===== config.mk =====
export PLATFORM = sky130hd
export DESIGN_NAME = comarray_sweep_reader_flat
export DESIGN_NICKNAME = d
export VERILOG_FILES = /design/src/rtl/comarray_sweep_reader_if.sv /design/src/rtl/comarray_sweep_reader.sv /design/src/flat_wrapper.sv
export SDC_FILE = /design/constraint.sdc
export NUM_CORES = 1
export LEC_CHECK = 0
export ABC_AREA = 0
export CAP_MARGIN = 40
export CORE_UTILIZATION = 50
export DETAILED_ROUTE_END_ITERATION = 10
export GPL_TIMING_DRIVEN = 0
export HOLD_SLACK_MARGIN = 0.12
export PLACE_DENSITY = 0.75
export REMOVE_ABC_BUFFERS = 1
export SLEW_MARGIN = 25
export SYNTH_ARGS = -nofsm -noshare
export SYNTH_HDL_FRONTEND = slang
export SYNTH_SLANG_ARGS = --single-unit
export TNS_END_PERCENT = 30

===== constraint.sdc =====
create_clock -name clk -period 2.9 [get_ports clk]
set_input_delay 0.435 -clock clk [delete_from_list [all_inputs] [get_ports clk]]
set_output_delay 0.435 -clock clk [all_outputs]
set_load 0.02 [all_outputs]

===== src/rtl/comarray_sweep_reader_if.sv =====
// comarray_sweep_reader_if: valid/ready readout stream carrying (code, response) beats
//   out_valid  beat valid (master -> slave)
//   out_ready  sink accepts beat (slave -> master)
//   out_code   code of the current beat
//   out_resp   sampled response for out_code
interface comarray_sweep_reader_if #(
    parameter int WIDTH = 4,
    parameter int NOUT  = 3
);
    logic             out_valid;
    logic             out_ready;
    logic [WIDTH-1:0] out_code;
    logic [NOUT-1:0]  out_resp;
    modport master(output out_valid, out_code, out_resp, input out_ready);
    modport slave(input out_valid, out_code, out_resp, output out_ready);
endinterface


===== src/rtl/comarray_sweep_reader.sv =====
// comarray_sweep_reader: sweeps a combinational array through all codes, records its truth table, streams it out
//   clk       rising-edge clock
//   rst_n     synchronous active-low reset
//   start     begin a sweep (honoured only when idle)
//   a_out     code driven to the function array
//   f_in      array response bits
//   busy      sweep or readout in progress
//   done      one-cycle pulse after the last readout beat
//   ones_cnt  per-output count of codes sampled as 1, field i = output i
//   o         readout stream (out_valid/out_ready/out_code/out_resp)
module comarray_sweep_reader #(
    parameter int WIDTH = 4,
    parameter int NOUT  = 3,
    parameter int HOLD  = 4
) (
    input  logic                     clk,
    input  logic                     rst_n,
    input  logic                     start,
    output logic [WIDTH-1:0]         a_out,
    input  logic [NOUT-1:0]          f_in,
    output logic                     busy,
    output logic                     done,
    output logic [NOUT*(WIDTH+1)-1:0] ones_cnt,
    comarray_sweep_reader_if.master  o
);
    localparam int CW = WIDTH + 1;
    localparam int DEPTH = 1 << WIDTH;
    localparam logic [CW-1:0] LAST = CW'(DEPTH - 1);
    localparam logic [7:0] HLAST = 8'(HOLD - 1);
    typedef enum logic [1:0] {IDLE, DRIVE, DUMP, DONE} state_t;
    state_t             state_q, state_d;
    logic [CW-1:0]      code_q, code_d, rd_q, rd_d;
    logic [7:0]         hold_q, hold_d;
    logic [NOUT*CW-1:0] ones_q, ones_d;
    logic [NOUT-1:0]    tbl_q [DEPTH];
    logic [NOUT-1:0]    tbl_d [DEPTH];
    always_comb begin
        state_d = state_q;
        code_d  = code_q;
        hold_d  = hold_q;
        rd_d    = rd_q;
        ones_d  = ones_q;
        tbl_d   = tbl_q;
        case (state_q)
            IDLE: if (start) begin
                state_d = DRIVE;
                code_d  = '0;
                hold_d  = '0;
                ones_d  = '0;
            end
            DRIVE: if (hold_q == HLAST) begin
                // last hold cycle: the array has settled on this code, capture it
                tbl_d[code_q[WIDTH-1:0]] = f_in;
                for (int i = 0; i < NOUT; i++)
                    ones_d[i*CW +: CW] = ones_q[i*CW +: CW] + CW'(f_in[i]);
                if (code_q == LAST) begin
                    state_d = DUMP;
                    rd_d    = '0;
                end else begin
                    code_d = code_q + 1'b1;
                    hold_d = '0;
                end
            end else begin
                hold_d = hold_q + 1'b1;
            end
            DUMP: if (o.out_ready) begin
                if (rd_q == LAST) state_d = DONE;
                else rd_d = rd_q + 1'b1;
            end
            default: state_d = IDLE;
        endcase
    end
    always_ff @(posedge clk) begin
        if (!rst_n) begin
            state_q <= IDLE;
            code_q  <= '0;
            hold_q  <= '0;
            rd_q    <= '0;
            ones_q  <= '0;
        end else begin
            state_q <= state_d;
            code_q  <= code_d;
            hold_q  <= hold_d;
            rd_q    <= rd_d;
            ones_q  <= ones_d;
        end
    end
    // truth table is deliberately not cleared by reset
    always_ff @(posedge clk) tbl_q <= tbl_d;
    assign a_out       = (state_q == IDLE) ? '0 : code_q[WIDTH-1:0];
    assign busy        = (state_q == DRIVE) || (state_q == DUMP);
    assign done        = state_q == DONE;
    assign ones_cnt    = ones_q;
    assign o.out_valid = state_q == DUMP;
    assign o.out_code  = o.out_valid ? rd_q[WIDTH-1:0] : '0;
    assign o.out_resp  = o.out_valid ? tbl_q[rd_q[WIDTH-1:0]] : '0;
endmodule


===== src/flat_wrapper.sv =====
// flat-port wrapper written by rule: the top's interface ports become plain ports
module comarray_sweep_reader_flat 
#(
    parameter int WIDTH = 4,
    parameter int NOUT  = 3,
    parameter int HOLD  = 4
)
  (clk, rst_n, start, a_out, f_in, busy, done, ones_cnt, o_out_valid, o_out_code, o_out_resp, o_out_ready);
  comarray_sweep_reader_if #(.WIDTH(WIDTH), .NOUT(NOUT)) o_i ();
  input  logic clk;
  input  logic rst_n;
  input  logic start;
  output logic [WIDTH-1:0] a_out;
  input  logic [NOUT-1:0] f_in;
  output logic busy;
  output logic done;
  output logic [NOUT*(WIDTH+1)-1:0] ones_cnt;
  output wire logic [$bits(o_i.out_valid)-1:0] o_out_valid;
  output wire logic [$bits(o_i.out_code)-1:0] o_out_code;
  output wire logic [$bits(o_i.out_resp)-1:0] o_out_resp;
  input wire logic [$bits(o_i.out_ready)-1:0] o_out_ready;
  assign o_out_valid = o_i.out_valid;
  assign o_out_code = o_i.out_code;
  assign o_out_resp = o_i.out_resp;
  assign o_i.out_ready = o_out_ready;
  comarray_sweep_reader #(.WIDTH(WIDTH), .NOUT(NOUT), .HOLD(HOLD)) u_core (.clk(clk), .rst_n(rst_n), .start(start), .a_out(a_out), .f_in(f_in), .busy(busy), .done(done), .ones_cnt(ones_cnt), .o(o_i));
endmodule

# --- After elaboration in Yosys (flattened, before gate mapping) ---
# Index checks and enable logic that the tools add are counted.
totals:
  register_bits: 83
  inputBits: 7
  output_inout_bits: 29
  elab_cells: 88
op_classes:
  add_sub_neg: 6
  magnitude_cmp: 3
  eq_ne: 14
  n_mux: 31
  bitwise: 2
  n_reduce_logical: 11
ops:
  columns: ["cell", "count"]
  rows:
  - ["bitwise mux 48 bit", 1]
  - ["two-way mux 5 bit", 7]
  - ["two-way mux 15 bit", 2]
  - ["one-hot mux 15 bit (2 select lines)", 1]
  - ["two-way mux 8 bit", 3]
  - ["one-hot mux 5 bit (2 select lines)", 2]
  - ["one-hot mux 8 bit (2 select lines)", 1]
  - ["adder 5 x 1 -> 5 bit", 3]
  - ["binary-select mux 3 bit (select 4 bit)", 1]
  - ["demux 3 bit (select 4 bit)", 1]
  - ["two-way mux 3 bit", 4]
  - ["adder 5 x 1 -> 5 bit (second input constant)", 2]
  - ["equality test 5 x 4 -> 1 bit (second input constant)", 2]
  - ["greater-or-equal comparator 5 bit (second input constant)", 2]
  - ["two-way mux 2 bit", 5]
  - ["inequality test 2 bit (second input constant)", 5]
  - ["inverter 4 -> 5 bit", 2]
  - ["AND reduction 5 bit", 2]
  - ["adder 8 x 1 -> 8 bit (second input constant)", 1]
  - ["equality test 8 x 2 -> 1 bit (second input constant)", 1]
  - ["two-way mux 4 bit", 2]
  - ["one-hot mux 2 bit (3 select lines)", 1]
  - ["AND reduction 3 bit", 2]
  - ["< comparator 5 x 1 -> 1 bit (second input constant)", 1]
  - ["10 further kinds", 13]

# --- Longest topological paths before layout ---
logic_depth:
  word_depth: 6
  depth_mapped: 9

# --- Worst setup path after synthesis ---
# OpenSTA, ideal clock, no wires.
synth_path:
  kind: "flip-flop to flip-flop"
  from: "register u_core.hold_q[0]"
  to: "register u_core.tbl_q[39] (netlist bit), enable pin"
  setup_ns: 0.345
  arrival_ns: 1.752
  t_required_ns: 2.555
  path_slack_ns: 0.803
  path_stages_with_launch: 6
  path_buffers: 0
  period_less_slack_ns: 2.097
  path_cell_list: "dfxtp_1 -> ha_1 -> or4b_4 -> nor3_2 -> nand2_1 -> nor3_1"
synth_between:
  elab_chain_cells: 2
synth_lines:
  columns: ["item", "line_no", "text"]
  rows:
  - ["start: declaration", "comarray_sweep_reader.sv:33", "logic [7:0] hold_q, hold_d;"]
  - ["start signal: assignment", "comarray_sweep_reader.sv:83", "hold_q <= hold_d;"]
  - ["equality test 8 x 2 -> 1 bit", "comarray_sweep_reader.sv:51", "DRIVE: if (hold_q == HLAST) begin"]
  - ["AND reduction 2 bit (no line)", null, null]
  - ["end signal: assignment", "comarray_sweep_reader.sv:89", "always_ff @(posedge clk) tbl_q <= tbl_d;"]
  - ["end: declaration", "comarray_sweep_reader.sv:35", "logic [NOUT-1:0] tbl_q [DEPTH];"]
# Every way passes these cells.
# A chain may end at the register's enable or synchronous reset.

# --- Worst setup path in the final report ---
layout_path:
  from: "register u_core.rd_q[0]"
  to: "output o_out_resp[0]"
layout_between:
  elab_chain_cells: 5
layout_lines:
  columns: ["item", "line_no", "text"]
  rows:
  - ["start: declaration", "comarray_sweep_reader.sv:32", "logic [CW-1:0] code_q, code_d, rd_q, rd_d;"]
  - ["start signal: assignment", "comarray_sweep_reader.sv:84", "rd_q <= rd_d;"]
  - ["inverter 4 -> 5 bit (not written as such)", "comarray_sweep_reader.sv:96", "assign o.out_resp = o.out_valid ? tbl_q[rd_q[WIDTH-1:0]] : '0;"]
  - ["binary-select mux 3 bit (select 4 bit)", "comarray_sweep_reader.sv:96", null]
  - ["two-way mux 3 bit (not written as such) (2 in series)", "comarray_sweep_reader.sv:96", null]
  - ["two-way mux 3 bit", "comarray_sweep_reader.sv:96", null]
  - ["end: declaration", "flat_wrapper.sv:20", "output wire logic [$bits(o_i.out_resp)-1:0] o_out_resp;"]
# Every way passes these cells. The select of a mux whose other input is x is not followed.

==> run_results.csv <==
group,metric,value,unit
outcome,status,"completed",
worst_setup_path,required,2470,ps
synth,ys.flop_type,"edfxtp_1",
placement,hpwlAfterDp,5.44,mm
layout,area_growth,16.3,%
synth,synth_area,0.00399,mm^2
clock_network,cts-root-buf,"clkbuf_8",
global_route,use_met1,24.9,%
job,drv_cap,0,
worst_setup_path,worstSetupPathType,"flip-flop to primary output",
synth,synthTopCellsByArea,"edfxtp_1 36%, dfxtp_1 18%, mux4_2 6.8%, ha_1 6.0%, mux2i_1 3.3%",
routing,via_per_inst,5.69,
routing,wl_per_cell,16.3,um
placement,port_buffers,35,
worst_setup_path,max_stage_delay,550,ps
synth,avgSynthCellArea,11.8,um^2
synth,seq_area_frac_synth,53.7,%
global_route,grt_use_met3,5.28,%
timing,min_period,2760,ps
timing,tightest_slew,729,ps
timing,rsz0062_at_grt,"false",
synth,synthMuxAreaShare,10.7,%
global_route,grt_max_degree,29,
worst_setup_path,cp_max_fo,6,
synth,synth_edf_count,48,
hold_path,hold_depth,2,
worst_setup_path,ff2ff_setup_slack,470,ps
worst_setup_path,start_kind,"flip-flop",
floorplanning,core,0.00773,mm^2
synth,synth_top_family_by_area,"simple AND/OR/NAND/NOR gates",
synth,synth_common_cells,"48 x edfxtp_1, 35 x dfxtp_1, 28 x nand2_1, 22 x nor2_1, 19 x ha_1",
worst_setup_path,worstPathArrival,2320,ps
layout,layout-drive-gt1-share,12.5,%
worst_setup_path,cp-end-kind,"primary output",
layout,final_cell_area,0.00464,mm^2
power_and_ir_drop,p_per_area,582,mW/mm^2
routing,ant_nets,0,
synth,yosys_register_bits,83,
clock_network,cts_buffer_depth,2,
global_route,grt_pass1_wl,13.0,mm
synth,yosysTopAreaCellShare,36.2,%
clock_network,cts_max_level,3,
global_route,antenna_found_initial,0,
synth,synth_fa_ha_area_share,5.96,%
worst_setup_path,crit_chain,"buf_6 > mux4_2 > mux2i_1 > o22ai_1 > clkdlybuf4s50_1",
timing,relSlewSlack,50.4,%
synth,yosysMostFrequentCell,"edfxtp_1",
synth,synthXorXnorAreaFrac,1.10,%
power_and_ir_drop,power,2.70,mW
routing,drt-total-wl,7.80,mm
synth,ys_warn_count,0,
global_route,first_global_vias,2681,
synth,synth_compound_area_share,8.25,%
timing,slew_viol_final,0,
worst_setup_path,ff2ff_path_depth,5,
synth,netlist.top_cell.by_area,"edfxtp_1",
layout,diodes,0,
synth,postSynthCellCount,338,
floorplanning,dieArea,0.00833,mm^2
timing,period_share,95.1,%
floorplanning,rows,32,
clock_network,insertion_delay,360,ps
layout,num-fill-cells,602,
timing,skew,8.84,ps
floorplanning,die_x,91.3,um
timing,setup_viol,0,
clock_network,clk_pin_slew,90,ps
routing,firstDrtPassIters,4,
layout,layout.nets,398,
floorplanning,die-height,91.3,um
power_and_ir_drop,p_leak,1.48,nW
routing,drt-initial-drc-count,142,
timing,fmax,363,MHz
timing,fin_tns_setup,0,ps
placement,place.gp.congestion,0.807,
clock_network,cts_tree,"yes",
routing,drc,0,
worst_setup_path,cpMaxStageDelayCell,"clkdlybuf4s50_1",
power_and_ir_drop,vdd_drop_max,0.519,mV
clock_network,numClockSinks,83,
clock_network,cts_inserted_buffers,9,
floorplanning,start_util,51.6,%
floorplanning,io_pins,36,
placement,postPlaceCellArea,0.00442,mm^2
synth,synth.distinct_cells,48,
global_route,grt_use_total,20.3,%
global_route,grt-busiest-layer,"met2",
timing,hold_viol_final,0,
hold_path,min_path_type,"flip-flop to flip-flop",
synth,synthSimpleGateAreaFrac,17.0,%
global_route,grt_use_met2,34.5,%
synth,async_reset_ff_share,0,%
routing,vias,2725,
global_route,overflow,0,
[critical path, delay by kind of cell, from the launching register on]
kind                   cells  cell delay, ps
DFF                        1             400
muxes                      2             730
buffers and inverters      2             710
AOI/OAI and AO/OA          1             130
[kinds of logic after synthesis]
kind of cell,count (synthesis)
multiplexers,27
AND/OR/NAND/NOR,121
flip-flops,83
AO/OA/AOI/OAI,52
buffers and inverters,31
XOR/XNOR,5
adder cells (fa/ha/maj),19
[layout by cell type, fill, tap and decap left out, types with 5 or more instances in the layout]
master	count
a21oi_1	18
edfxtp_1	48
inv_1	14
nand2_1	28
nand3_1	7
nand2b_1	7
or4_1	5
or3_1	11
nand4_1	11
o21ai_1	13
nor3_1	8
mux2i_1	13
o22ai_1	6
clkdlybuf4s50_1	35
ha_1	18
mux4_2	12
clkbuf_8	9
and2_1	5
nor2_1	22
dfxtp_1	33
[where the power goes]
| part | switching, mW | internal [mW] |
|---|---|---|
| clock | 0.436 | 0.318 |
| combinational | 0.418 | 0.235 |
| sequential | 0.0267 | 1.27 |
[final cells by class]
type,count,area [um^2],share of cell area (%)
flip-flops and latches,83,2150,46.3
repair buffers,39,397,8.56
clock inverters,6,46.3,0.999
clock buffers,10,128,2.75
well taps,102,128,2.75
inverters,15,56.3,1.21
multi-input cells,224,1730,37.4
[state kept, by name (all words and copies together), names as in the netlist]
| name | flops |
|---|---|
| u_core.rd_q | 5 |
| u_core.tbl_q | 48 |
| u_core.state_q | 2 |
| u_core.hold_q | 8 |
| u_core.code_q | 5 |
| u_core.ones_cnt | 15 |
[routing by layer]
layer	share of wire, %	wire (um)	vias up
met5	0	0	-
met4	1.7	131	0
met3	4.3	336	14
met2	49	3860	61
met1	44	3470	1320
li1	-	-	1330
[per-stage QoR]
stage	setup slack [ps]	instances	util, %	hold WS [ps]
4_1_cts	29.6	476	59.5	475
3_5_place_dp	110	460	57.2	463
5_1_grt	83.3	479	60.0	497
3_3_place_gp	21.5	459	56.8	446
6_report	142	479	60.0	473
2_1_floorplan	742	322	-	438
[worst paths after layout]
check                                              startpoint                          end
worst min-delay path              u_core.rd_q[4]$_SDFFE_PN0P_  u_core.rd_q[4]$_SDFFE_PN0P_
worst max-delay path              u_core.rd_q[0]$_SDFFE_PN0P_                o_out_resp[0]
worst max register to register  u_core.hold_q[0]$_SDFFE_PN0P_   u_core.tbl_q[43]$_DFFE_PP_
worst min register to register    u_core.rd_q[4]$_SDFFE_PN0P_  u_core.rd_q[4]$_SDFFE_PN0P_
[timing repair]
action / in CTS / in global routing
gates resized for setup: 3 / 1
setup endpoints to repair: 3 / 3
setup buffers: 0 / 3
hold buffers: 0 / 0
Note: power is estimated with default switching activity, not from simulation.
